File: config.mk
export PLATFORM = sky130hd
export DESIGN_NAME = sprite_motion
export DESIGN_NICKNAME = d
export VERILOG_FILES = /design/src/rtl/sprite_motion.sv
export SDC_FILE = /design/constraint.sdc
export NUM_CORES = 1
export LEC_CHECK = 0
export CORE_ASPECT_RATIO = 1.75
export CORE_MARGIN = 10
export CORE_UTILIZATION = 25
export CTS_CLUSTER_SIZE = 24
export DETAILED_ROUTE_END_ITERATION = 8
export SYNTH_ARGS = -nofsm -noshare
export SYNTH_HDL_FRONTEND = slang
export SYNTH_SLANG_ARGS = --single-unit
File: constraint.sdc
create_clock -name frame_clk -period 6.9 [get_ports frame_clk]
set_clock_uncertainty 0.05 [all_clocks]
set_input_delay 2.07 -clock frame_clk [delete_from_list [all_inputs] [get_ports frame_clk]]
set_output_delay 2.07 -clock frame_clk [all_outputs]
set_load 0.01 [all_outputs]
File: src/rtl/sprite_motion.sv
// Keyboard-driven sprite motion controller: per-frame position update with
// configurable bounds, step and edge behaviour, plus pause and homing states.
module sprite_motion #(
  parameter int W        = 10,
  parameter int X_MIN    = 0,
  parameter int X_MAX    = 639,
  parameter int Y_MIN    = 0,
  parameter int Y_MAX    = 479,
  parameter int X_CENTER = 320,
  parameter int Y_CENTER = 240,
  parameter int SIZE     = 4,
  parameter int STEP     = 1,
  parameter int MODE     = 0
) (
  input  logic         frame_clk,
  input  logic         Reset_n,
  input  logic [7:0]   keycode,
  output logic [W-1:0] BallX,
  output logic [W-1:0] BallY,
  output logic [W-1:0] BallS,
  output logic         Hit_X,
  output logic         Hit_Y,
  output logic [1:0]   State
);

  typedef enum logic [1:0] {
    ST_RUN   = 2'b00,
    ST_PAUSE = 2'b01,
    ST_HOME  = 2'b10
  } state_t;

  localparam logic [7:0] KEY_A     = 8'h04;
  localparam logic [7:0] KEY_D     = 8'h07;
  localparam logic [7:0] KEY_S     = 8'h16;
  localparam logic [7:0] KEY_W     = 8'h1A;
  localparam logic [7:0] KEY_SPACE = 8'h2C;
  localparam logic [7:0] KEY_H     = 8'h0B;

  localparam logic [W-1:0]        STEP_U = W'(STEP);
  localparam logic signed [W:0]   STEP_S = (W+1)'(STEP);
  localparam logic signed [W+1:0] LO_X   = (W+2)'(X_MIN + SIZE);
  localparam logic signed [W+1:0] HI_X   = (W+2)'(X_MAX - SIZE);
  localparam logic signed [W+1:0] LO_Y   = (W+2)'(Y_MIN + SIZE);
  localparam logic signed [W+1:0] HI_Y   = (W+2)'(Y_MAX - SIZE);
  localparam logic [W-1:0]        XC     = W'(X_CENTER);
  localparam logic [W-1:0]        YC     = W'(Y_CENTER);

  state_t              state_q, state_d;
  logic [W-1:0]        x_q, x_d, y_q, y_d;
  logic signed [W:0]   mx_q, mx_d, my_q, my_d;
  logic signed [W:0]   mx_dec, my_dec;
  logic                hx_q, hx_d, hy_q, hy_d;
  logic [7:0]          prev_q;
  logic                key_edge;

  // One axis of RUN motion: candidate in W+2 signed bits so it never wraps,
  // then saturate at the limit and either reflect or kill the motion.
  function automatic void axis_step(
    input  logic [W-1:0]        pos,
    input  logic signed [W:0]   m,
    input  logic signed [W+1:0] lo,
    input  logic signed [W+1:0] hi,
    output logic [W-1:0]        pos_n,
    output logic signed [W:0]   m_n,
    output logic                hit
  );
    logic signed [W+1:0] cand;
    logic signed [W:0]   mag;
    cand = $signed({2'b00, pos}) + $signed({m[W], m});
    mag  = m[W] ? -m : m;
    pos_n = cand[W-1:0];
    m_n   = m;
    hit   = 1'b0;
    if (cand > hi) begin
      pos_n = hi[W-1:0];
      hit   = 1'b1;
      m_n   = (MODE == 0) ? -mag : '0;
    end else if (cand < lo) begin
      pos_n = lo[W-1:0];
      hit   = 1'b1;
      m_n   = (MODE == 0) ? mag : '0;
    end
  endfunction

  function automatic logic [W-1:0] home_step(input logic [W-1:0] pos, input logic [W-1:0] ctr);
    logic [W-1:0] r;
    if (pos > ctr)      r = ((pos - ctr) > STEP_U) ? pos - STEP_U : ctr;
    else if (pos < ctr) r = ((ctr - pos) > STEP_U) ? pos + STEP_U : ctr;
    else                r = pos;
    return r;
  endfunction

  always_ff @(posedge frame_clk or negedge Reset_n) begin
    if (!Reset_n) begin
      state_q <= ST_RUN;
      x_q     <= XC;
      y_q     <= YC;
      mx_q    <= '0;
      my_q    <= '0;
      hx_q    <= 1'b0;
      hy_q    <= 1'b0;
      prev_q  <= 8'h00;
    end else begin
      state_q <= state_d;
      x_q     <= x_d;
      y_q     <= y_d;
      mx_q    <= mx_d;
      my_q    <= my_d;
      hx_q    <= hx_d;
      hy_q    <= hy_d;
      prev_q  <= keycode;
    end
  end

  always_comb begin
    state_d  = state_q;
    x_d      = x_q;
    y_d      = y_q;
    mx_d     = mx_q;
    my_d     = my_q;
    hx_d     = 1'b0;
    hy_d     = 1'b0;
    mx_dec   = mx_q;
    my_dec   = my_q;
    key_edge = (keycode != prev_q);

    case (keycode)
      KEY_A:   begin mx_dec = -STEP_S; my_dec = '0; end
      KEY_D:   begin mx_dec =  STEP_S; my_dec = '0; end
      KEY_S:   begin my_dec =  STEP_S; mx_dec = '0; end
      KEY_W:   begin my_dec = -STEP_S; mx_dec = '0; end
      default: begin end
    endcase

    case (state_q)
      ST_RUN: begin
        // The transition frame itself is still a RUN frame and moves the sprite.
        axis_step(x_q, mx_dec, LO_X, HI_X, x_d, mx_d, hx_d);
        axis_step(y_q, my_dec, LO_Y, HI_Y, y_d, my_d, hy_d);
        if (key_edge && keycode == KEY_SPACE)  state_d = ST_PAUSE;
        else if (key_edge && keycode == KEY_H) state_d = ST_HOME;
      end
      ST_PAUSE: begin
        if (key_edge && keycode == KEY_SPACE)  state_d = ST_RUN;
        else if (key_edge && keycode == KEY_H) state_d = ST_HOME;
      end
      ST_HOME: begin
        x_d = home_step(x_q, XC);
        y_d = home_step(y_q, YC);
        if (x_d == XC && y_d == YC) begin
          mx_d    = '0;
          my_d    = '0;
          state_d = ST_RUN;
        end
      end
      default: state_d = ST_RUN;
    endcase
  end

  assign BallX = x_q;
  assign BallY = y_q;
  assign BallS = W'(SIZE);
  assign Hit_X = hx_q;
  assign Hit_Y = hy_q;
  assign State = state_q;

endmodule

==> After elaboration in Yosys (flattened, before gate mapping) <==
Cells that the tools add are included.
{ "classes": {"addsub": 14, "order_cmp": 12, "mux": 38, "reduce_logical": 8, "bitwise_logic": 0, "n_mul": 0, "shift": 0, "n_eq_ne": 12, "n_div": 0} }
{ "op_table": {"columns": ["operator", "n"], "rows": [
  ["10-bit 2-to-1 mux", 14],
  ["11-bit 2-to-1 mux", 7],
  ["11-bit case mux with 3 select lines", 2],
  ["11-bit negator", 4],
  ["11-bit case mux with 2 select lines", 2],
  ["10-bit by 1-bit > comparator with 1-bit output, second input constant", 4],
  ["10-bit case mux with 2 select lines", 2],
  ["11-bit by 11-bit adder with 12-bit output", 2],
  ["12-bit by 4-bit < comparator with 1-bit output, second input constant", 2],
  ["10-bit by 1-bit adder with 10-bit output, second input constant", 2],
  ["10-bit by 1-bit subtractor with 10-bit output, second input constant", 2],
  ["8-bit by 3-bit == test with 1-bit output, second input constant", 2],
  ["8-bit by 5-bit == test with 1-bit output, second input constant", 2],
  ["12-bit by 10-bit > comparator with 1-bit output, second input constant", 1],
  ["12-bit by 11-bit > comparator with 1-bit output, second input constant", 1],
  ["10-bit by 8-bit == test with 1-bit output, second input constant", 1],
  ["10-bit by 9-bit == test with 1-bit output, second input constant", 1],
  ["10-bit by 8-bit > comparator with 1-bit output, second input constant", 1],
  ["10-bit by 9-bit > comparator with 1-bit output, second input constant", 1],
  ["10-bit by 8-bit < comparator with 1-bit output, second input constant", 1],
  ["10-bit by 9-bit < comparator with 1-bit output, second input constant", 1],
  ["10-bit by 8-bit subtractor with 10-bit output, second input constant", 1],
  ["10-bit by 9-bit subtractor with 10-bit output, second input constant", 1],
  ["8-bit by 10-bit subtractor with 10-bit output, first input constant", 1],
  ["other kinds (15)", 26]
]} }
{ "word_totals": {"latch_bits": 0, "mem_bits_rw": 0, "n_memories": 0, "mem_bits_ro": 0, "register_bits": 54, "inputBits": 10, "out_inout_bits": 34} }

==> Logic depth before layout (Yosys ltp) <==
Gate-level depths: netlist of the first run.
{ "depth": {"word_depth": 10, "ltp_mapped": 20} }

==> Worst setup path before layout of the first run <==
Ideal clock, no wire load.
{ "synth_timing": {"kind": "in2reg", "start": "input keycode[3]", "end": "register my_q[8]", "arrival_time_ns": 6.414, "required_time_ns": 6.728, "cell_stages": 17, "setup_time_ns": 0.122, "setup_slack_ns": 0.315, "path_cell_list": "or4b_1 -> nor4_2 -> nor2_1 -> clkbuf_1 -> a21oi_1 -> inv_1 -> fa_1 -> a211oi_1 -> o21ai_0 -> a31oi_1 -> and2_1 -> o21ai_0 -> a41oi_1 -> or2_2 -> clkbuf_1 -> o311ai_0 -> a32o_1"} }
{ "synth_between": {"elab_chain_cells": 8, "elab_cells_between_ends": 15} }
{ "synth_lines": {"columns": ["element", "line", "source"], "rows": [
  ["start, declared", "17", "input logic [7:0] keycode,"],
  ["8-bit by 3-bit == test with 1-bit output", "127", "case (keycode)"],
  ["2-bit OR reduction (no line)", null, null],
  ["11-bit case mux with 3 select lines (*)", "127", null],
  ["11-bit negator or 11-bit by 11-bit adder with 12-bit output (tied branches)", "70, 69", null],
  ["11-bit 2-to-1 mux or 12-bit by 4-bit < comparator with 1-bit output (tied branches)", "70, 78", null],
  ["11-bit negator or 11-bit 2-to-1 mux (tied branches)", "77, 78", null],
  ["11-bit 2-to-1 mux (*)", "74", "if (cand > hi) begin"],
  ["11-bit case mux with 2 select lines (*)", "135", "case (state_q)"],
  ["end signal, assigned", "108", "my_q <= my_d;"],
  ["end, declared", "50", "logic signed [W:0] mx_q, mx_d, my_q, my_d;"]
]} }
Every way passes the cells marked *; elsewhere a longest branch is shown, timed or not.
A chain may end at the register's enable or synchronous reset.

==> Final worst setup path of the first run <==
{ "layout_timing": {"start": "input keycode[3]", "end": "register mx_q[1]"} }
{ "layout_between": {"elab_chain_cells": 8, "elab_cells_between_ends": 15} }
{ "layout_lines": {"columns": ["element", "line", "source"], "rows": [
  ["8-bit by 5-bit == test with 1-bit output", "127", null],
  ["2-bit OR reduction (no line)", null, null],
  ["11-bit case mux with 3 select lines (*)", "127", null],
  ["11-bit negator or 11-bit by 11-bit adder with 12-bit output (tied branches)", "70, 69", null],
  ["11-bit 2-to-1 mux or 12-bit by 4-bit < comparator with 1-bit output (tied branches)", "70, 78", null],
  ["11-bit negator or 11-bit 2-to-1 mux (tied branches)", "77, 78", null],
  ["11-bit 2-to-1 mux (*)", "74", null],
  ["11-bit case mux with 2 select lines (*)", "135", null],
  ["end signal, assigned", "107", "mx_q <= mx_d;"],
  ["end, declared", "50", null]
]} }
Marks and branches as above.

==> reports/qor.yml, run 1 <==
outcome:
  status: "finished clean"
yosys:
  yosysTopAreaCell: "dfrtp_1"
  ys_async_sr_fraction_pct: 100
  yosysWarningCount: 0
  ys_seq_elements: 54
  synth_edf_count: 0
  synth.distinct_cells: 81
  synth_flop_cell: "dfrtp_1"
  synth_area_per_cell_um2: 7.44
  syn_inst: 878
  yosysTopAreaCellShare_pct: 18.4
  syn-cell-area_mm2: 0.00653
  netlist_top_cells_area: "dfrtp_1 18%, nand2_1 6.3%, ha_1 5.9%"
  ys_seq_area_share_pct: 20.8
cells_and_area:
  area_delta_synth_final_pct: 14.4
  final_nets: 943
  layout-drive-gt1-share_pct: 8.32
  antenna-diode-count: 0
  mostFrequentLayoutCells: "110 x nand2_1, 71 x nor2_1, 61 x o21ai_0"
  final_common_cell: "nand2_1"
global_route:
  grt_pass1_wl_mm: 35.9
  overflow: 0
  grt_pass1_vias: 6908
  grt_max_degree: 55
  antenna_found_initial: 0
  grt_use_total_pct: 13.2
setup_path:
  critPathKind: "in -> reg"
  cpMostUsedCell: "nand2_1"
  path_cells: "clkdlybuf4s50_1 > or4b_1 > nor4_2 > nor2_1 > buf_4 > nand2_1 > nand2_1 > ha_1 > o211ai_1 > a21o_1 > o21ai_0 > nand2_1 > nor3b_1 > o2111ai_2 > buf_4 > nand4_1 > o21bai_1 > a221o_1"
  rr_worst_depth: 12
  cp-start-kind: "primary input"
  slowest_stage: "or4b_1"
  critPathMaxFanout: 10
  cp-end-kind: "register"
  worst_r2r_endpoint: "mx_q[1]"
  critPathRequiredTime_ps: 7040
  r2r_slack_ps: 2430
  reg2reg_from: "BallY[0]"
  worstPathArrival_ps: 6680
  max_stage_delay_ps: 600
sta:
  final_max_slew_viol_count: 0
  hold_viol: 0
  final.setup.worst_slack_ps: 358
  fmaxAchievable_mhz: 153
  tns_ps: 0
  setup_violations: 0
  rsz0062_at_grt: "no"
  period_share_pct: 94.8
  min_period_ps: 6540
  maxSlewHeadroom_pct: 32.2
  whs_ps: 559
  tightest_slew_ps: 1020
cts:
  h-tree-depth: 2
  cts_root_buffer: "clkbuf_16"
  clkTransAtPathRegs_ps: 80
  postCtsSetupBuffers: 0
  cts.path.max_buffers: 2
  clock-sinks: 54
  cts_buffers: 5
  cts_tree: "built"
  clk_latency_ps: 310
detailed_routing:
  dr_total_vias: 7007
  viasPerCell: 5.74
  drt-initial-drc-count: 588
  route.detailed.wl_per_inst_um: 18.8
  ant_nets: 0
  drt-pass1-iter-count: 6
  finalWirelength_mm: 22.9
  post-route-drc-count: 0
floorplanning:
  row_count: 78
  fp.dieArea_mm2: 0.0332
  boundaryPins: 44
  die_w_um: 142
  start_util_pct: 25.3
  die_h_um: 234
  core_mm2: 0.0259
place:
  hpwl_mm: 17.7
  place_congestion: 0.957
  dp_slack_ps: 10.2
  port-buffer-count: 33
min_path:
  whs_endpoint: "my_q[0]"
  min-delay-start: "my_q[0]"
  min_path_cells: 2
  worstHoldPathType: "reg -> reg"
power:
  power-per-cell-area_mw_per_mm2: 482
  leakage_nw: 2.96
  ir_worst_vdd_mv: 0.144
  totalPowerFinal_mw: 3.60
run:
  maxCapViolations: 0
Yosys cell counts, types with 7 or more instances:
cell and number:
a211oi_1 21, a21o_1 10, a21oi_1 52, a221o_1 13, a22oi_1 7, a31oi_1 10
and2_1 9, and3_1 8, buf_4 11, clkbuf_1 45, dfrtp_1 48, ha_1 31
inv_1 24, nand2_1 110, nand2b_1 15, nand3_1 27, nand3b_1 9, nand4_1 14
nor2_1 71, nor2b_1 13, nor3_1 23, nor4_1 11, o211ai_1 11, o21ai_0 61
o22ai_1 8, o31ai_1 12, or3_1 9, xnor2_1 38, xor2_1 18
kinds of logic after synthesis:
| logic type | count (synthesis) | share of synthesized area [%] |
|---|---|---|
| buffers and inverters | 88 | 5.80 |
| multiplexers | 6 | 0.996 |
| XOR/XNOR | 56 | 7.51 |
| AND/OR/NAND/NOR | 355 | 27.9 |
| flip-flops | 54 | 20.8 |
| AO/OA/AOI/OAI | 284 | 30.3 |
| other | 2 | 0.115 |
| adder cells (fa/ha/maj) | 33 | 6.55 |
worst max-delay path, delay by kind of cell:
| kind | cells | cell delay, ps |
|---|---|---|
| buffers and inverters | 3 | 830 |
| AO/OA/AOI/OAI | 6 | 1420 |
| adder cells (fa/ha/maj) | 1 | 430 |
| AND/OR/NAND/NOR | 8 | 1910 |
flip-flops by register name, indices dropped and copies added, names as in the netlist:
signal / cells
my_q: 11
Hit_X: 1
Hit_Y: 1
BallY: 10
State: 2
BallX: 10
mx_q: 11
prev_q: 8
worst max path at each step:
stage | start | endpoint | slack (ps) | cells after the start
6_report | keycode[3] | mx_q[1] | 360 | 18
2_1_floorplan | keycode[3] | my_q[8] | 310 | 17
3_5_place_dp | keycode[3] | my_q[1] | 10 | 18
4_1_cts | keycode[3] | my_q[1] | 330 | 18
3_3_place_gp | keycode[3] | mx_q[5] | 120 | 18
5_1_grt | keycode[3] | mx_q[1] | 20 | 19
per-layer routing:
layer  global-route usage [%]  wire [um]
met3                     1.42        910
met4                     8.30       1180
met2                     24.8      12300
met1                     13.5       8500
met5                        0          0
stage by stage:
| step | util [%] | area [um^2] | cells |
|---|---|---|---|
| 2_1_floorplan | - | 6560 | 886 |
| 3_5_place_dp | 28.2 | 7290 | 1213 |
| 5_1_grt | 28.9 | 7470 | 1221 |
| 6_report | 28.9 | 7470 | 1221 |
| 3_3_place_gp | 28.2 | 7290 | 1213 |
| 4_1_cts | 28.8 | 7460 | 1221 |
repair_timing:
action / CTS / global route
hold buffers: 0 / 0
endpoints found under the setup margin: 0 / 7
gates resized for setup: 0 / 2
layout make-up:
type                       instances  area [um^2]
clock buffer                       6          129
clock inverter                     2         37.5
inverter                          25         93.8
tap                              320          400
fill                            2751        18400
multi-input combinational        744         4840
sequential                        54         1360
timing repair buffer              70          616
power breakdown:
group | total (mW) | internal, mW | switching [mW]
clock network | 0.306 | 0.172 | 0.134
logic | 2.56 | 1.10 | 1.47
registers | 0.737 | 0.421 | 0.316
total | 3.60 | 1.69 | 1.91
No activity file was read; power rests on OpenSTA's default activity.
==> inputs of run 2 (changes only) <==
- CORE_MARGIN: 10 -> 4
==> reports/qor.yml, run 2 (same netlist as run 1, synthesis figures left out) <==
outcome:
  status: "finished clean"
cells_and_area:
  seqCellArea_mm2: 0.00136  # unchanged
  fillers: 2758  # +0.25%
  mostFrequentLayoutCells: "110 x nand2_1, 70 x nor2_1, 60 x o21ai_0"
  layout-drive-gt1-share_pct: 9.13  # +0.81 points
  area_delta_synth_final_pct: 15.0
  final_common_cell: "nand2_1"
  fin_cells: 1229  # +0.66%
  reg.largest.list: "mx_q x11, my_q x11"
  multiInputGateArea_mm2: 0.00483  # -0.23%
  antenna-diode-count: 0  # unchanged
  final_nets: 951  # +0.85%
sta:
  period_share_pct: 94.3  # -0.48 points
  tns_ps: 0  # unchanged
  min_period_ps: 6510  # -32.8 ps
  maxSlewHeadroom_pct: 45.1  # +13 points
  tightest_slew_ps: 817  # -201 ps
  setup_violations: 0  # unchanged
  fmaxAchievable_mhz: 154  # +0.50%
  hold_viol: 0  # unchanged
  final_max_slew_viol_count: 0  # unchanged
  rsz0062_at_grt: "no"
floorplanning:
  die_h_um: 222  # -5.1%
  row_count: 78  # unchanged
  fp.dieArea_mm2: 0.0289  # -13%
  die_w_um: 130  # -8.4%
  boundaryPins: 44  # unchanged
  start_util_pct: 25.3  # unchanged
  core_mm2: 0.0259  # unchanged
setup_path:
  worstPathArrival_ps: 6640  # -40 ps
  critPathKind: "in -> reg"
  critPathMaxFanout: 13  # +3
  reg2reg_from: "BallY[0]"
  cp-end-kind: "register"
  worst_r2r_endpoint: "mx_q[1]"
  critPathRequiredTime_ps: 7030  # about the same
  rr_worst_depth: 12  # unchanged
  r2r_slack_ps: 2460  # +30 ps
  critPathLaunch: "keycode[3]"
  cp-start-kind: "primary input"
cts:
  clkTransAtPathRegs_ps: 80  # about the same
  cts_buffers: 5  # unchanged
  clock-sinks: 54  # unchanged
  cts_hold_buf: 0  # unchanged
  clk_latency_ps: 310  # about the same
  cts_root_buffer: "clkbuf_16"
  h-tree-depth: 2  # unchanged
  cts.path.max_buffers: 2  # unchanged
  cts_tree: "built"
min_path:
  worstHoldPathType: "reg -> reg"
  min-delay-start: "my_q[9]"
  min_path_cells: 2  # unchanged
  whs_endpoint: "my_q[9]"
power:
  p_int_mw: 1.72  # +1.6%
  seqPwrFrac_pct: 20.1  # -0.3 points
  power-per-cell-area_mw_per_mm2: 486  # +0.77%
  sw_frac_of_total_pct: 53.0  # -0.17 points
  ir_worst_vdd_mv: 0.185  # +28%
  pwr-share-clk_pct: 7.8  # -0.7 points
  power_frac_comb_pct: 72.1  # +1.0 points
  switching_power_mw: 1.93  # +0.96%
  leakage_nw: 2.99  # +1.2%
detailed_routing:
  ant_nets: 0  # unchanged
  drt-initial-drc-count: 498  # -15%
  post-route-drc-count: 0  # unchanged
  route.detailed.wl_per_inst_um: 18.4  # -1.9%
  viasPerCell: 5.74  # about the same
  drt-pass1-iter-count: 5  # -1
  finalWirelength_mm: 22.6  # -1.3%
  dr_total_vias: 7050  # +0.61%
global_route:
  grt_max_degree: 55  # unchanged
  grt_use_total_pct: 15.5  # +2.2 points
  grt_pass1_wl_mm: 36.5  # +1.8%
  grt_pass1_vias: 7003  # +1.4%
  antenna_found_initial: 0  # unchanged
  overflow: 0  # unchanged
run:
  maxCapViolations: 0  # unchanged
place:
  port-buffer-count: 33  # unchanged
  hpwl_mm: 17.5  # -1.2%
  place_congestion: 0.965  # +0.79%
  dp.cells: 1221  # +0.66%
run 2: changes by cell type in the layout (fill, tap and decap cells not counted):
cell and change:
o21ai_1 +1, clkbuf_8 +1, o2111ai_1 +1, inv_6 +1
bufinv_16 -1, o2111ai_2 -1, nor2_1 -1, buf_4 +8
clkbuf_1 -1, o21ai_0 -1, o41ai_2 -1, nor2_2 +1
o41ai_1 +1
run 2: power groups by stage:
stage	logic (mW)	clock network [mW]	registers, mW
5_1_grt	2.90	0.301	0.759
3_3_place_gp	2.57	0	0.732
4_1_cts	2.60	0.292	0.723
3_5_place_dp	2.59	0	0.729
2_1_floorplan	1.87	0	0.564
6_report	2.63	0.283	0.735
run 2: worst max-delay path by stage:
| stage | endpoint | slack, ps | cells after the start |
|---|---|---|---|
| 2_1_floorplan | my_q[8] | 310 | 17 |
| 3_3_place_gp | BallX[1] | 40 | 19 |
| 3_5_place_dp | BallX[1] | 70 | 19 |
| 4_1_cts | BallX[1] | 390 | 19 |
| 5_1_grt | my_q[1] | 30 | 18 |
| 6_report | mx_q[8] | 390 | 19 |
run 2: through the flow:
stage	power, mW	utilization, %	setup WS [ps]	hold slack [ps]	cell area [um^2]
after floorplan	2.44	-	315	458	6560
after global routing	3.96	29.0	28.8	564	7510
after CTS	3.62	29.0	388	540	7510
after global placement	3.31	28.4	37.8	506	7350
final	3.65	29.0	391	558	7510
after detailed placement	3.32	28.4	74.8	522	7350
run 2: repair_timing:
action / in CTS / in global routing
buffers inserted: 0 / 0
resized for setup: 0 / 2
setup endpoints to repair: 0 / 2
run 2: worst max-delay path, stage by stage:
cell and delay (ps):
clkdlybuf4s50_1 410, or4b_1 620, nor4_2 280, nor2_1 110
buf_4 200, nand2_1 80, nand2_1 80, ha_1 390
o21ai_0 170, buf_4 170, o2111a_1 220, a311oi_1 310
buf_4 190, nor4_1 50, o31a_1 280, o21a_1 290
nand2_1 300, o22ai_1 120, a221o_1 280
run 2: layout make-up:
cell class / instances / share of cell area (%)
inverters: 25 / 1.25
clock buffers: 6 / 1.85
clock inverters: 2 / 0.217
flip-flops and latches: 54 / 18.1
multi-input cells: 744 / 64.3
repair buffers: 78 / 9.00
well taps: 320 / 5.33
run 2: layer usage:
layer,global-route usage [%],routed length (um),share of wire (%)
met5,0,0,0
met4,7.48,969,4.3
met1,16.8,8440,37
met3,1.13,896,4.0
met2,29.1,12300,54
